==> src/rtl/mc_sequencer_pkg.sv <==
// seq_pkg: shared opcode map, FSM state encoding, branch codes and
// instruction classes for the mc_sequencer control block.
package seq_pkg;

  // Opcode map
  localparam int OP_R       = 0;
  localparam int OP_ALUI_LO = 1;
  localparam int OP_ALUI_HI = 15;
  localparam int OP_LUI     = 16;
  localparam int OP_LD      = 17;
  localparam int OP_ST      = 18;
  localparam int OP_MOVE    = 20;
  localparam int OP_CMOV    = 21;
  localparam int OP_BR      = 32;
  localparam int OP_BMI     = 33;
  localparam int OP_BPL     = 34;
  localparam int OP_BZ      = 35;
  localparam int OP_HALT    = 36;
  localparam int OP_NOP     = 37;
  localparam int OP_CALL    = 38;

  // Branch operation codes; BR_NONE is also the idle/reset value
  localparam logic [2:0] BR_BR   = 3'b000;
  localparam logic [2:0] BR_BMI  = 3'b001;
  localparam logic [2:0] BR_BPL  = 3'b010;
  localparam logic [2:0] BR_BZ   = 3'b011;
  localparam logic [2:0] BR_NONE = 3'b100;

  typedef enum logic [3:0] {
    ST_RST    = 4'd0,
    ST_FETCH  = 4'd1,
    ST_DECODE = 4'd2,
    ST_EXEC   = 4'd3,
    ST_MEM    = 4'd4,
    ST_WB     = 4'd5,
    ST_PCUPD  = 4'd6,
    ST_HALT   = 4'd7,
    ST_TRAP   = 4'd8
  } state_e;

  typedef enum logic [3:0] {
    CLS_ALU  = 4'd0,
    CLS_LUI  = 4'd1,
    CLS_LD   = 4'd2,
    CLS_ST   = 4'd3,
    CLS_BR   = 4'd4,
    CLS_CMOV = 4'd5,
    CLS_CALL = 4'd6,
    CLS_NOP  = 4'd7,
    CLS_HALT = 4'd8,
    CLS_ILL  = 4'd9
  } cls_e;

endpackage

==> src/rtl/mc_sequencer_if.sv <==
// mc_sequencer_if: instruction/handshake inputs and datapath control outputs.
// master = instruction register / datapath side, slave = the sequencer.
interface mc_sequencer_if #(
  parameter int OPW   = 6,
  parameter int FUNCW = 5,
  parameter int ALUW  = 4
);
  logic [OPW-1:0]   opcode;
  logic [FUNCW-1:0] func;
  logic             intr;
  logic             mem_ack;
  logic             ir_load;
  logic [ALUW-1:0]  alu_op;
  logic [2:0]       br_op;
  logic             alu_src;
  logic             reg_alu_out;
  logic             imm_sel;
  logic             m_to_reg;
  logic             is_cmov;
  logic             rd_mem;
  logic             wr_mem;
  logic             wr_reg;
  logic             upd_pc;
  logic             busy;
  logic             trap;

  modport master (
    output opcode, func, intr, mem_ack,
    input  ir_load, alu_op, br_op, alu_src, reg_alu_out, imm_sel, m_to_reg,
           is_cmov, rd_mem, wr_mem, wr_reg, upd_pc, busy, trap
  );

  modport slave (
    input  opcode, func, intr, mem_ack,
    output ir_load, alu_op, br_op, alu_src, reg_alu_out, imm_sel, m_to_reg,
           is_cmov, rd_mem, wr_mem, wr_reg, upd_pc, busy, trap
  );
endinterface

==> src/rtl/mc_sequencer_ctrl_decode.sv <==
// ctrl_decode: purely combinational opcode/func decode into instruction
// class, ALU operation, branch code and the static datapath selects.
module ctrl_decode import seq_pkg::*; #(
  parameter int OPW   = 6,
  parameter int FUNCW = 5,
  parameter int ALUW  = 4
) (
  input  logic [OPW-1:0]   opcode,
  input  logic [FUNCW-1:0] func,
  output cls_e             cls,
  output logic [ALUW-1:0]  alu_op,
  output logic [2:0]       br_op,
  output logic             alu_src,
  output logic             reg_alu_out,
  output logic             imm_sel
);

  // Only func[3:0] selects the ALU operation; upper bits are don't-care.
  logic unused_func_s;
  assign unused_func_s = ^func;

  // Class and select decode; anything not in the map falls out as CLS_ILL
  always_comb begin
    cls         = CLS_ILL;
    alu_op      = {ALUW{1'b0}};
    br_op       = BR_NONE;
    alu_src     = 1'b0;
    reg_alu_out = 1'b0;
    imm_sel     = 1'b0;
    if (opcode == OPW'(OP_R)) begin
      cls         = CLS_ALU;
      alu_op      = ALUW'(func[3:0] - 4'd1);
      alu_src     = 1'b1;
      reg_alu_out = 1'b1;
    end else if ((opcode >= OPW'(OP_ALUI_LO)) && (opcode <= OPW'(OP_ALUI_HI))) begin
      cls    = CLS_ALU;
      alu_op = ALUW'(opcode[3:0] - 4'd1);
    end else begin
      case (opcode)
        OPW'(OP_LUI): begin
          cls    = CLS_LUI;
          alu_op = {ALUW{1'b1}};
        end
        OPW'(OP_LD):   cls = CLS_LD;
        OPW'(OP_ST):   cls = CLS_ST;
        OPW'(OP_MOVE): begin
          cls         = CLS_ALU;
          alu_src     = 1'b1;
          reg_alu_out = 1'b1;
        end
        OPW'(OP_CMOV): begin
          cls         = CLS_CMOV;
          alu_src     = 1'b1;
          reg_alu_out = 1'b1;
        end
        OPW'(OP_BR):  begin cls = CLS_BR; br_op = BR_BR;  imm_sel = 1'b1; end
        OPW'(OP_BMI): begin cls = CLS_BR; br_op = BR_BMI; imm_sel = 1'b1; end
        OPW'(OP_BPL): begin cls = CLS_BR; br_op = BR_BPL; imm_sel = 1'b1; end
        OPW'(OP_BZ):  begin cls = CLS_BR; br_op = BR_BZ;  imm_sel = 1'b1; end
        OPW'(OP_HALT): cls = CLS_HALT;
        OPW'(OP_NOP):  cls = CLS_NOP;
        OPW'(OP_CALL): cls = CLS_CALL;
        default:       cls = CLS_ILL;
      endcase
    end
  end

endmodule

==> src/rtl/mc_sequencer.sv <==
// mc_sequencer: shared-phase multicycle control FSM. All control outputs are
// registered and line up with the state they belong to. Static selects are
// captured when leaving DECODE and held until the next DECODE.
// Optional feature: define ILLEGAL_TRAP_EN to trap on undefined opcodes.
module mc_sequencer import seq_pkg::*; #(
  parameter int OPW     = 6,
  parameter int FUNCW   = 5,
  parameter int ALUW    = 4,
  parameter int ALU_LAT = 1
) (
  input logic           clk,
  input logic           rst,
  mc_sequencer_if.slave bus
);

  localparam int CNTW = $clog2(ALU_LAT + 1);

  state_e          state_r, state_nxt_s;
  cls_e            cls_r, cls_nxt_s;
  logic [CNTW-1:0] cnt_r, cnt_nxt_s;
  logic            cmov_ext_r, cmov_ext_nxt_s;

  cls_e            dec_cls_s;
  logic [ALUW-1:0] dec_alu_op_s;
  logic [2:0]      dec_br_op_s;
  logic            dec_alu_src_s, dec_reg_alu_out_s, dec_imm_sel_s;

  logic ir_load_nxt_s, upd_pc_nxt_s, wr_reg_nxt_s, m_to_reg_nxt_s;
  logic rd_mem_nxt_s, wr_mem_nxt_s, busy_nxt_s;

  ctrl_decode #(.OPW(OPW), .FUNCW(FUNCW), .ALUW(ALUW)) u_decode (
    .opcode      (bus.opcode),
    .func        (bus.func),
    .cls         (dec_cls_s),
    .alu_op      (dec_alu_op_s),
    .br_op       (dec_br_op_s),
    .alu_src     (dec_alu_src_s),
    .reg_alu_out (dec_reg_alu_out_s),
    .imm_sel     (dec_imm_sel_s)
  );

  // Phase sequencing: next state, class capture and EXEC settle counter
  always_comb begin
    state_nxt_s    = state_r;
    cls_nxt_s      = cls_r;
    cnt_nxt_s      = cnt_r;
    cmov_ext_nxt_s = 1'b0;
    case (state_r)
      ST_RST:   state_nxt_s = ST_FETCH;
      ST_FETCH: state_nxt_s = ST_DECODE;
      ST_DECODE: begin
        cls_nxt_s = dec_cls_s;
        cnt_nxt_s = CNTW'(ALU_LAT);
        case (dec_cls_s)
          CLS_NOP:  state_nxt_s = ST_PCUPD;
          CLS_HALT: state_nxt_s = ST_HALT;
          CLS_ILL: begin
`ifdef ILLEGAL_TRAP_EN
            state_nxt_s = ST_TRAP;
`else
            state_nxt_s = ST_PCUPD;
`endif
          end
          default:  state_nxt_s = ST_EXEC;
        endcase
      end
      ST_EXEC: begin
        if (cnt_r > CNTW'(1)) begin
          cnt_nxt_s = cnt_r - CNTW'(1);
        end else if ((cls_r == CLS_CMOV) && !cmov_ext_r) begin
          // conditional move needs one more cycle to resolve its condition
          cmov_ext_nxt_s = 1'b1;
        end else if ((cls_r == CLS_LD) || (cls_r == CLS_ST)) begin
          state_nxt_s = ST_MEM;
        end else if (cls_r == CLS_BR) begin
          state_nxt_s = ST_PCUPD;
        end else begin
          state_nxt_s = ST_WB;
        end
      end
      ST_MEM: begin
        if (bus.mem_ack) begin
          state_nxt_s = (cls_r == CLS_LD) ? ST_WB : ST_PCUPD;
        end else begin
          state_nxt_s = ST_MEM;
        end
      end
      ST_WB:    state_nxt_s = ST_PCUPD;
      ST_PCUPD: state_nxt_s = ST_FETCH;
      ST_HALT: begin
        if (bus.intr) begin
          state_nxt_s = ST_PCUPD;
        end else begin
          state_nxt_s = ST_HALT;
        end
      end
      ST_TRAP:  state_nxt_s = ST_TRAP;
      default:  state_nxt_s = ST_RST;
    endcase
  end

  // Strobe values for the upcoming state, registered below
  always_comb begin
    ir_load_nxt_s  = (state_nxt_s == ST_FETCH);
    upd_pc_nxt_s   = (state_nxt_s == ST_PCUPD);
    wr_reg_nxt_s   = (state_nxt_s == ST_WB);
    m_to_reg_nxt_s = (state_nxt_s == ST_WB) && (cls_nxt_s == CLS_LD);
    rd_mem_nxt_s   = (state_nxt_s == ST_MEM) && (cls_nxt_s == CLS_LD);
    wr_mem_nxt_s   = (state_nxt_s == ST_MEM) && (cls_nxt_s == CLS_ST);
    busy_nxt_s     = (state_nxt_s != ST_HALT) && (state_nxt_s != ST_TRAP);
  end

  // State, class and counter registers
  always_ff @(posedge clk or posedge rst) begin
    if (rst) begin
      state_r    <= ST_RST;
      cls_r      <= CLS_NOP;
      cnt_r      <= {CNTW{1'b0}};
      cmov_ext_r <= 1'b0;
    end else begin
      state_r    <= state_nxt_s;
      cls_r      <= cls_nxt_s;
      cnt_r      <= cnt_nxt_s;
      cmov_ext_r <= cmov_ext_nxt_s;
    end
  end

  // Registered control outputs; reset drops any strobe in flight at once
  always_ff @(posedge clk or posedge rst) begin
    if (rst) begin
      bus.ir_load     <= 1'b0;
      bus.upd_pc      <= 1'b0;
      bus.wr_reg      <= 1'b0;
      bus.m_to_reg    <= 1'b0;
      bus.rd_mem      <= 1'b0;
      bus.wr_mem      <= 1'b0;
      bus.is_cmov     <= 1'b0;
      bus.busy        <= 1'b0;
      bus.alu_op      <= {ALUW{1'b0}};
      bus.br_op       <= BR_NONE;
      bus.alu_src     <= 1'b0;
      bus.reg_alu_out <= 1'b0;
      bus.imm_sel     <= 1'b0;
    end else begin
      bus.ir_load  <= ir_load_nxt_s;
      bus.upd_pc   <= upd_pc_nxt_s;
      bus.wr_reg   <= wr_reg_nxt_s;
      bus.m_to_reg <= m_to_reg_nxt_s;
      bus.rd_mem   <= rd_mem_nxt_s;
      bus.wr_mem   <= wr_mem_nxt_s;
      bus.is_cmov  <= cmov_ext_nxt_s;
      bus.busy     <= busy_nxt_s;
      if (state_r == ST_DECODE) begin
        bus.alu_op      <= dec_alu_op_s;
        bus.br_op       <= dec_br_op_s;
        bus.alu_src     <= dec_alu_src_s;
        bus.reg_alu_out <= dec_reg_alu_out_s;
        bus.imm_sel     <= dec_imm_sel_s;
      end
    end
  end

`ifdef ILLEGAL_TRAP_EN
  // Trap indication, sticky until reset
  always_ff @(posedge clk or posedge rst) begin
    if (rst) begin
      bus.trap <= 1'b0;
    end else begin
      bus.trap <= (state_nxt_s == ST_TRAP);
    end
  end
`else
  assign bus.trap = 1'b0;
`endif

endmodule

==> src/flat_wrapper.sv <==
// flat-port wrapper written by rule: the top's interface ports become plain ports
module mc_sequencer_flat import seq_pkg::*;
#(
  parameter int OPW     = 6,
  parameter int FUNCW   = 5,
  parameter int ALUW    = 4,
  parameter int ALU_LAT = 1
)
  (clk, rst, bus_opcode, bus_func, bus_intr, bus_mem_ack, bus_ir_load, bus_alu_op, bus_br_op, bus_alu_src, bus_reg_alu_out, bus_imm_sel, bus_m_to_reg, bus_is_cmov, bus_rd_mem, bus_wr_mem, bus_wr_reg, bus_upd_pc, bus_busy, bus_trap);
  mc_sequencer_if #(.OPW(OPW), .FUNCW(FUNCW), .ALUW(ALUW)) bus_i ();
  input logic clk;
  input logic rst;
  input wire logic [$bits(bus_i.opcode)-1:0] bus_opcode;
  input wire logic [$bits(bus_i.func)-1:0] bus_func;
  input wire logic [$bits(bus_i.intr)-1:0] bus_intr;
  input wire logic [$bits(bus_i.mem_ack)-1:0] bus_mem_ack;
  output wire logic [$bits(bus_i.ir_load)-1:0] bus_ir_load;
  output wire logic [$bits(bus_i.alu_op)-1:0] bus_alu_op;
  output wire logic [$bits(bus_i.br_op)-1:0] bus_br_op;
  output wire logic [$bits(bus_i.alu_src)-1:0] bus_alu_src;
  output wire logic [$bits(bus_i.reg_alu_out)-1:0] bus_reg_alu_out;
  output wire logic [$bits(bus_i.imm_sel)-1:0] bus_imm_sel;
  output wire logic [$bits(bus_i.m_to_reg)-1:0] bus_m_to_reg;
  output wire logic [$bits(bus_i.is_cmov)-1:0] bus_is_cmov;
  output wire logic [$bits(bus_i.rd_mem)-1:0] bus_rd_mem;
  output wire logic [$bits(bus_i.wr_mem)-1:0] bus_wr_mem;
  output wire logic [$bits(bus_i.wr_reg)-1:0] bus_wr_reg;
  output wire logic [$bits(bus_i.upd_pc)-1:0] bus_upd_pc;
  output wire logic [$bits(bus_i.busy)-1:0] bus_busy;
  output wire logic [$bits(bus_i.trap)-1:0] bus_trap;
  assign bus_i.opcode = bus_opcode;
  assign bus_i.func = bus_func;
  assign bus_i.intr = bus_intr;
  assign bus_i.mem_ack = bus_mem_ack;
  assign bus_ir_load = bus_i.ir_load;
  assign bus_alu_op = bus_i.alu_op;
  assign bus_br_op = bus_i.br_op;
  assign bus_alu_src = bus_i.alu_src;
  assign bus_reg_alu_out = bus_i.reg_alu_out;
  assign bus_imm_sel = bus_i.imm_sel;
  assign bus_m_to_reg = bus_i.m_to_reg;
  assign bus_is_cmov = bus_i.is_cmov;
  assign bus_rd_mem = bus_i.rd_mem;
  assign bus_wr_mem = bus_i.wr_mem;
  assign bus_wr_reg = bus_i.wr_reg;
  assign bus_upd_pc = bus_i.upd_pc;
  assign bus_busy = bus_i.busy;
  assign bus_trap = bus_i.trap;
  mc_sequencer #(.OPW(OPW), .FUNCW(FUNCW), .ALUW(ALUW), .ALU_LAT(ALU_LAT)) u_core (.clk(clk), .rst(rst), .bus(bus_i));
endmodule
==> config.mk <==
export PLATFORM = sky130hd
export DESIGN_NAME = mc_sequencer_flat
export DESIGN_NICKNAME = d
export VERILOG_FILES = /design/src/rtl/mc_sequencer_pkg.sv /design/src/rtl/mc_sequencer_if.sv /design/src/rtl/mc_sequencer_ctrl_decode.sv /design/src/rtl/mc_sequencer.sv /design/src/flat_wrapper.sv
export SDC_FILE = /design/constraint.sdc
export NUM_CORES = 1
export LEC_CHECK = 0
export CORE_MARGIN = 5
export CORE_UTILIZATION = 46
export DETAILED_ROUTE_END_ITERATION = 12
export HOLD_SLACK_MARGIN = 0.15
export PLACE_DENSITY = 0.72
export SYNTH_ARGS = -nofsm -noshare
export SYNTH_HDL_FRONTEND = slang
export SYNTH_SLANG_ARGS = --single-unit
==> constraint.sdc <==
create_clock -name clk -period 1.9 [get_ports clk]
set_clock_uncertainty 0.2 [all_clocks]
set_input_delay 0.38 -clock clk [delete_from_list [all_inputs] [get_ports clk]]
set_output_delay 0.38 -clock clk [all_outputs]
set_load 0.02 [all_outputs]
## Word-level counts from Yosys, hierarchy flattened

Index checks and enable logic that the tools add are counted.

| storage, ports and cells | value |
|---|---|
| word-level logic and storage cells | 103 |
| bits in registers | 26 |

| operators by class | value |
|---|---|
| eq/ne operators | 36 |
| magnitude comparators | 3 |
| mux-type cells | 30 |
| add/subtract/negate cells | 3 |
| reductions and logical operators | 16 |

Operator list:

| kind | number |
|---|---|
| $eq 6x6->1 const B | 7 |
| $eq 4x3->1 const B | 10 |
| $mux 4 | 10 |
| $pmux 4 s9 | 1 |
| $pmux 4 s8 | 1 |
| $eq 6x5->1 const B | 5 |
| $eq 4x2->1 const B | 6 |
| $eq 4x4->1 const B | 3 |
| $pmux 3 s4 | 1 |
| $mux 1 | 11 |
| $eq 4x1->1 const B | 2 |
| $sub 4x1->4 const B | 2 |
| $ge 6x1->1 const B | 1 |
| $le 6x4->1 const B | 1 |
| $logic_and 1x1->1 | 6 |
| $logic_not 6->1 | 1 |
| $mux 3 | 2 |
| $pmux 3 s2 | 1 |
| $reduce_or 2->1 | 3 |
| $logic_not 4->1 | 1 |
| $mux 2 | 2 |
| $ne 4x3->1 const B | 1 |
| $ne 4x4->1 const B | 1 |
| $reduce_or 4->1 | 1 |
| other kinds (8) | 8 |

## Longest topological paths before layout

Gate-level depths: netlist of run 1.

| depth | value |
|---|---|
| depth in word-level cells | 11 |
| gate-level depth with buffers | 9 |
| depth with buffers taken out | 9 |

## By module

From an unflattened synthesis of run 1, not the netlist that was laid out.

| second synthesis, totals | value |
|---|---|
| cells, all modules | 159 |
| area total of the unflattened synthesis | 1681.6 sq um |

By module, submodules not included:

| module | seq. area each (sq um) | cells an instance | times used | area an instance (sq um) |
|---|---|---|---|---|
| mc_sequencer | 655.6 | 99 | 1 | 1209.9 |
| ctrl_decode | 0.0 | 60 | 1 | 471.7 |

## Worst setup path before layout of run 1

OpenSTA, ideal clock, no wires.

| timing path | value |
|---|---|
| path kind | in2reg |
| start point | input bus_opcode[1] |
| end point | register u_core.bus.busy |
| arrival | 2.136 ns |
| slack | -0.518 ns |
| cell stages on the path | 9 |
| path buffers | 0 |
| path through | inv_1 ha_1 or4_4 a22oi_2 a211oi_2 a32o_2 nor2_4 inv_2 a31oi_1 |

| on the way | value |
|---|---|
| longest elaborated chain between the ends | 11 |

RTL lines:

| what | line | source |
|---|---|---|
| start: declaration | flat_wrapper.sv:13 | `input wire logic [$bits(bus_i.opcode)-1:0] bus_opcode;` |
| $eq 6x6->1 | mc_sequencer_ctrl_decode.sv:39 | `case (opcode)` |
| $reduce_or 4->1 (no line) | n/a |  |
| $pmux 4 s9 | mc_sequencer_ctrl_decode.sv:39 |  |
| $mux 4 | mc_sequencer_ctrl_decode.sv:35 | `end else if ((opcode >= OPW'(OP_ALUI_LO)) && (opcode <= OPW'(OP_ALUI_HI))) begin` |
| $mux 4 (*) | mc_sequencer_ctrl_decode.sv:30 | `if (opcode == OPW'(OP_R)) begin` |
| $eq 4x3->1 / $eq 4x4->1 (equally long branches) | mc_sequencer.sv:54 | `case (dec_cls_s)` |
| $reduce_or 2->1 (no line) | n/a |  |
| $pmux 3 s2 (*) | mc_sequencer.sv:54 |  |
| $pmux 4 s8 (*) | mc_sequencer.sv:48 | `case (state_r)` |
| named net u_core.state_nxt_s[2] | mc_sequencer.sv:18 | `state_e state_r, state_nxt_s;` |
| $ne 4x3->1 / $ne 4x4->1 (equally long branches) | mc_sequencer.sv:110 | `busy_nxt_s = (state_nxt_s != ST_HALT) && (state_nxt_s != ST_TRAP);` |
| $logic_and 1x1->1 (*) | mc_sequencer.sv:110 |  |
| named net u_core.busy_nxt_s | mc_sequencer.sv:29 | `logic rd_mem_nxt_s, wr_mem_nxt_s, busy_nxt_s;` |
| end signal: assignment | mc_sequencer.sv:152 | `bus.busy <= busy_nxt_s;` |
| end: declaration | mc_sequencer_if.sv:36 | `is_cmov, rd_mem, wr_mem, wr_reg, upd_pc, busy, trap` |

Mark *: on every way through the listed nets, which the timed path passes. The rest lies on a longest branch.
A chain may end at the register's enable or synchronous reset.

## Final worst setup path of run 1

Same ends and word-level chain as after synthesis.

==> reports/qor.csv, run 1 <==
metric;value;unit
postRouteAntennaNets;0;
combPwrFrac;62.1;%
dpl.hpwl;3510;um
dp.cells;287;
cts_buffers;3;
utilization;75.2;%
nNetsFinal;277;
fin_crit_sh;123;%
cp.arrival;2.33;ns
antennaDiodeCount;0;
crit_fanout;3;
core_region_area;0.00363;mm^2
outcome;complete, but fails checks;
sw_frac_of_total;39.8;%
grt_pass1_vias;1708;
critPathLaunchType;input port;
synthArstFlopShare;100;%
synth_seq_cells;25;
top_regs;u_core.bus.alu_op x4, u_core.cls_r x4, u_core.state_r x4;
tightest_slew;0.533;ns
critPathBufInv;4;
drt-total-wl;4750;um
start_util;46.8;%
layout.cells.most_common;buf_4;
slew_headroom;64.1;%
wl_per_cell;15.7;um
grt_antenna_before_repair;0;
clockPowerShare;10.2;%
io_buffer_count;31;
drive_above_1_share;49.0;%
hold_class;input port to flip-flop;
yosysWarnings;0;
rsz0062_at_grt;yes;
die_x;70.8;um
final_cell_mix;buf_4, clkdlybuf4s50_1, dfrtp_1;
path_cells;buf_8, buf_12, inv_12, ha_4, or4_4, a22oi_2, a211oi_4, a32o_2, nor2_4, inv_2, a31oi_1;
gp_congestion;0.924;
synth_area_per_cell;10.4;um^2
fillCellCount;252;
final_max_slew_viol_count;0;
drt_iter0_markers;61;
p_int;1.90;mW
r2r_setup_slack;-0.33;ns
power_switching;1.26;mW
powerDensity;1160;mW/mm^2
clock_latency;0.27;ns
viasPerCell;5.27;
final_hold_viol_count;0;
fp-row-count;22;
fmax;428;MHz
stdcell_count;303;
critPathMaxStageDelay;0.56;ns
leakagePower;1.16;nW
finalSetupViolCount;9;
crit_path_end_kind;flip-flop;
clockBufferDepth;2;
dr.pass1.iters;4;
yosysSeqAreaShare;37.1;%
syn2layout_area_growth;60.8;%
syn_nets;184;
maxCapViolations;0;
multi_input_area;0.00112;mm^2
cts_root_buf;clkbuf_8;
tns;-2.73;ns
synth_top_area_share;30.9;%
clkTransAtPathRegs;0.09;ns
seqPwrFrac;27.6;%
synth-edff-count;0;
yosys-top-cells-area;dfrtp_1, dfstp_2, ha_1;
syn_area;0.00170;mm^2
die_h;70.8;um
boundaryPins;34;
critPathKind;input port to flip-flop;
ys.flop_type;dfrtp_1;
die_area;0.00501;mm^2
irDropWorstVdd;470;uV
critical_path.top_delay_family;compound AO/OA/AOI/OAI gates;
design_area;0.00273;mm^2
htree_levels;1;
cp_slowest_cell;or4_4;
cts_sinks;25;
vias;1596;
post_dp_cell_area;0.00246;mm^2
grt_usage;19.3;%
grt_max_degree;17;
cts_tree;done;
yosysTopAreaCell;dfrtp_1;
grt_pass1_wl;7630;um
violations;negative setup slack;
fin_ws;-0.436;ns
drc_errors;0;
synthCells;163;
synth_cell_types;61;
period_needed;2.34;ns
grt_overflow;0;
crit_required;1.90;ns
regArea;631;um^2
worst paths after layout:
check,to,from,cells past startpoint
setup / recovery,u_core.bus.busy,bus_opcode[1],11
hold / removal,u_core.bus.alu_op[0],bus_opcode[0],3
setup reg to reg,u_core.bus.wr_mem,u_core.state_r[0],6
hold reg to reg,u_core.bus.alu_op[3],u_core.bus.alu_op[3],1
max in group asynchronous,u_core.cls_r[1],rst,4
min in group asynchronous,u_core.bus.wr_reg,rst,3
worst register-to-register path, cell delays in order, from the launching register on:
cell	delay [ns]
dfrtp_1	0.44
nor4b_1	0.44
buf_4	0.23
mux2i_1	0.24
nor2b_1	0.21
o211ai_2	0.13
nor4b_2	0.24
through the flow:
stage	power, mW	hold WS (ns)	setup slack, ns
2_1_floorplan	1.86	0.204	-0.330
3_3_place_gp	2.61	0.261	-1.03
3_5_place_dp	2.67	0.269	-1.09
4_1_cts	3.07	0.291	-0.472
5_1_grt	3.33	0.289	-0.499
6_report	3.16	0.279	-0.436
logic make-up (layout without fill, tap and decap cells):
family / after synthesis / in the layout / share of synthesized area (%)
and+or+nand+nor: 63 / 63 / 28.3
AOI/OAI and AO/OA: 44 / 44 / 21.0
DFF: 25 / 25 / 37.1
buffers and inverters: 18 / 110 / 5.89
adders and majority gates: 6 / 6 / 4.41
xor gates and xnor gates: 5 / 5 / 2.58
other: 1 / 1 / 0.221
muxes: 1 / 1 / 0.589
cells in the mapped netlist, types with 3 or more instances:
cell      n
xnor2_1   4
nor2_1    8
dfrtp_1  21
a21oi_1   4
nor4b_1   3
o21ai_0  11
buf_4     4
nor4_1    3
nor2b_1   6
dfstp_2   4
nor3_1    5
ha_1      6
inv_1    10
nand2_1   9
a21o_1    4
a31oi_1   6
per-layer routing:
metal | share of wire (%) | vias to the layer above | GRT usage (%)
li1 | - | 779 | -
met1 | 38 | 754 | 19.3
met2 | 56 | 46 | 38.1
met3 | 3.0 | 17 | 1.99
met4 | 3.6 | 0 | 10.2
met5 | 0 | - | 0
final cells by class:
| cell class | count | share of cell area (%) |
|---|---|---|
| clock buffers | 3 | 1.51 |
| clock inverters | 1 | 0.320 |
| inverters | 11 | 2.06 |
| multi-input cells | 120 | 41.0 |
| flip-flops and latches | 25 | 23.1 |
| well taps | 48 | 2.20 |
| repair buffers | 95 | 29.9 |
power groups by stage:
stage	Combinational (mW)	Clock [mW]	Sequential, mW
floorplan	0.843	0	1.01
global route	2.07	0.357	0.900
detailed placement	1.78	0	0.885
global placement	1.74	0	0.875
finish	1.96	0.324	0.873
CTS	1.86	0.333	0.874
what timing repair did:
item,in CTS,in global routing
hold buffers,1,0
buffers inserted,9,3
hold endpoints to repair,3,0
pin swaps,22,15
endpoints found under the setup margin,19,13
gates resized for setup,39,18
Power figures use the tool's default switching activity.
==> inputs of run 2 (changes only) <==
--- a/config.mk
+++ b/config.mk
@@ -6,10 +6,10 @@
 export NUM_CORES = 1
 export LEC_CHECK = 0
 export CORE_MARGIN = 5
-export CORE_UTILIZATION = 46
+export CORE_UTILIZATION = 42
 export DETAILED_ROUTE_END_ITERATION = 12
 export HOLD_SLACK_MARGIN = 0.15
-export PLACE_DENSITY = 0.72
+export PLACE_DENSITY = 0.64
 export SYNTH_ARGS = -nofsm -noshare
 export SYNTH_HDL_FRONTEND = slang
 export SYNTH_SLANG_ARGS = --single-unit
==> constraint.sdc (replaced) <==
create_clock -name clk -period 2.5 [get_ports clk]
set_clock_uncertainty 0.2 [all_clocks]
set_input_delay 0.5 -clock clk [delete_from_list [all_inputs] [get_ports clk]]
set_output_delay 0.5 -clock clk [all_outputs]
set_load 0.02 [all_outputs]
==> reports/qor.csv, run 2 (same netlist as run 1, synthesis figures left out) <==
metric;value;unit
viasPerCell;5.31;
critPathKind;input port to flip-flop;
final_hold_viol_count;0;
dpl.hpwl;3220;um
drt-total-wl;4160;um
hold_class;flip-flop to flip-flop;
clock_latency;0.27;ns
path_cells;buf_6, inv_2, ha_4, or4_4, a22oi_2, a211oi_4, buf_4, o311ai_4, nor3b_2;
fin_crit_sh;98.1;%
cp-startpoint;bus_opcode[0];
fmax;408;MHz
drive_above_1_share;37.1;%
io_buffer_count;31;
grt_overflow;0;
dpl_worst_slack;-0.683;ns
layout.cells.most_common;buf_4;
r2r_setup_slack;0.22;ns
timing.rr.end;u_core.bus.wr_mem;
crit_required;2.50;ns
critical_path.top_delay_family;simple AND/OR/NAND/NOR gates;
p_int;1.28;mW
syn2layout_area_growth;42.7;%
stdcell_count;274;
gp_congestion;0.929;
cts_root_buf;clkbuf_8;
htree_levels;1;
cts_tree;done;
cp_slowest_cell;or4_4;
utilization;61.1;%
hold_end;u_core.bus.alu_op[1];
drt_iter0_markers;73;
seqPwrFrac;32.2;%
r2r-start;u_core.state_r[2];
maxCapViolations;0;
boundaryPins;34;
crit_fanout;6;
sw_frac_of_total;40.8;%
grt_max_degree;26;
combPwrFrac;56.1;%
irDropWorstVdd;392;uV
critPathBufInv;3;
hold_buffers;0;
worst-r2r-cell-count;7;
postRouteAntennaNets;0;
critPathLaunchType;input port;
clockBufferDepth;2;
leakagePower;1.00;nW
core_region_area;0.00397;mm^2
fp-row-count;23;
drc_errors;0;
finalSetupViolCount;0;
final_max_slew_viol_count;0;
die_area;0.00542;mm^2
rsz0062_at_grt;no;
power_switching;0.878;mW
outcome;complete, no violations;
dr.pass1.iters;4;
start_util;42.8;%
dp.cells;268;
nNetsFinal;246;
post_dp_cell_area;0.00226;mm^2
clkTransAtPathRegs;0.10;ns
design_area;0.00243;mm^2
fin_ws;0.0470;ns
die_x;73.6;um
critPathMaxStageDelay;0.53;ns
tns;0;ns
hold_depth;2;
clockPowerShare;11.7;%
cp.arrival;2.45;ns
antennaDiodeCount;0;
final_cell_mix;buf_4, clkdlybuf4s50_1, dfrtp_1;
hold_ws;0.288;ns
grt_pass1_wl;6870;um
min_from;u_core.bus.alu_op[1];
grt_antenna_before_repair;0;
grt_usage;16.4;%
cts_sinks;25;
wl_per_cell;15.2;um
crit_path_end_kind;flip-flop;
vias;1455;
top_regs;u_core.bus.alu_op x4, u_core.cls_r x4, u_core.state_r x4;
die_h;73.6;um
period_needed;2.45;ns
cts_buffers;3;
powerDensity;888;mW/mm^2
fin_total_pwr;2.15;mW
fillCellCount;329;
grt_pass1_vias;1497;
==> run 2: cell count changes in the layout (fill, tap and decap cells not counted), sizes merged <==
| cell | before | now |
|---|---|---|
| dlygate4sd2 | 1 | 3 |
| dlygate4sd3 | 1 | 0 |
| clkbuf | 5 | 3 |
| clkdlybuf4s50 | 24 | 25 |
| dlymetal6s2s | 0 | 1 |
| buf | 67 | 35 |
==> run 2: per-layer routing <==
| metal | vias up | GRT usage (%) | wire (um) |
|---|---|---|---|
| met2 | 28 | 30.3 | 2280 |
| met1 | 700 | 18.6 | 1660 |
| met5 | - | 0 | 0 |
| met4 | 0 | 7.24 | 69 |
| met3 | 8 | 1.78 | 144 |
| li1 | 719 | - | - |
==> run 2: layout make-up <==
type | instances | area [um^2] | share of cell area (%)
Multi-Input combinational cell | 120 | 1070 | 44.3
Sequential cell | 25 | 631 | 26.0
Timing Repair Buffer | 64 | 567 | 23.4
Tap cell | 50 | 62.6 | 2.58
Clock buffer | 3 | 41.3 | 1.70
Inverter | 11 | 41.3 | 1.70
Clock inverter | 1 | 8.76 | 0.361
==> run 2: worst register-to-register path, delay by kind of cell, from the launching register on <==
family                 cells  cell delay [ns]
AND/OR/NAND/NOR            4             1.00
flip-flops                 1             0.48
buffers and inverters      2             0.41
AO/OA/AOI/OAI              1             0.11
==> run 2: repair_timing <==
action                                  in CTS  in global routing
pin swaps                                   10                 10
resized for setup                           19                 16
buffers inserted                             2                  1
hold endpoints to repair                     0                  0
endpoints found under the setup margin      10                  6
==> run 2: worst max path at each step <==
stage	end	slack, ns	depth (start not counted)
after global placement	u_core.bus.wr_mem	-0.59	11
after CTS	u_core.bus.wr_mem	0.004	8
after floorplan	u_core.bus.busy	0.02	9
after detailed placement	u_core.bus.busy	-0.68	10
after global routing	u_core.bus.wr_reg	0.01	9
final	u_core.bus.wr_reg	0.05	9
==> run 2: power by group through the flow <==
stage / Sequential (mW) / Combinational [mW] / Clock, mW
2_1_floorplan: 0.770 / 0.635 / 0
3_3_place_gp: 0.691 / 1.13 / 0
3_5_place_dp: 0.706 / 1.16 / 0
4_1_cts: 0.697 / 1.19 / 0.261
5_1_grt: 0.720 / 1.30 / 0.278
6_report: 0.695 / 1.21 / 0.252
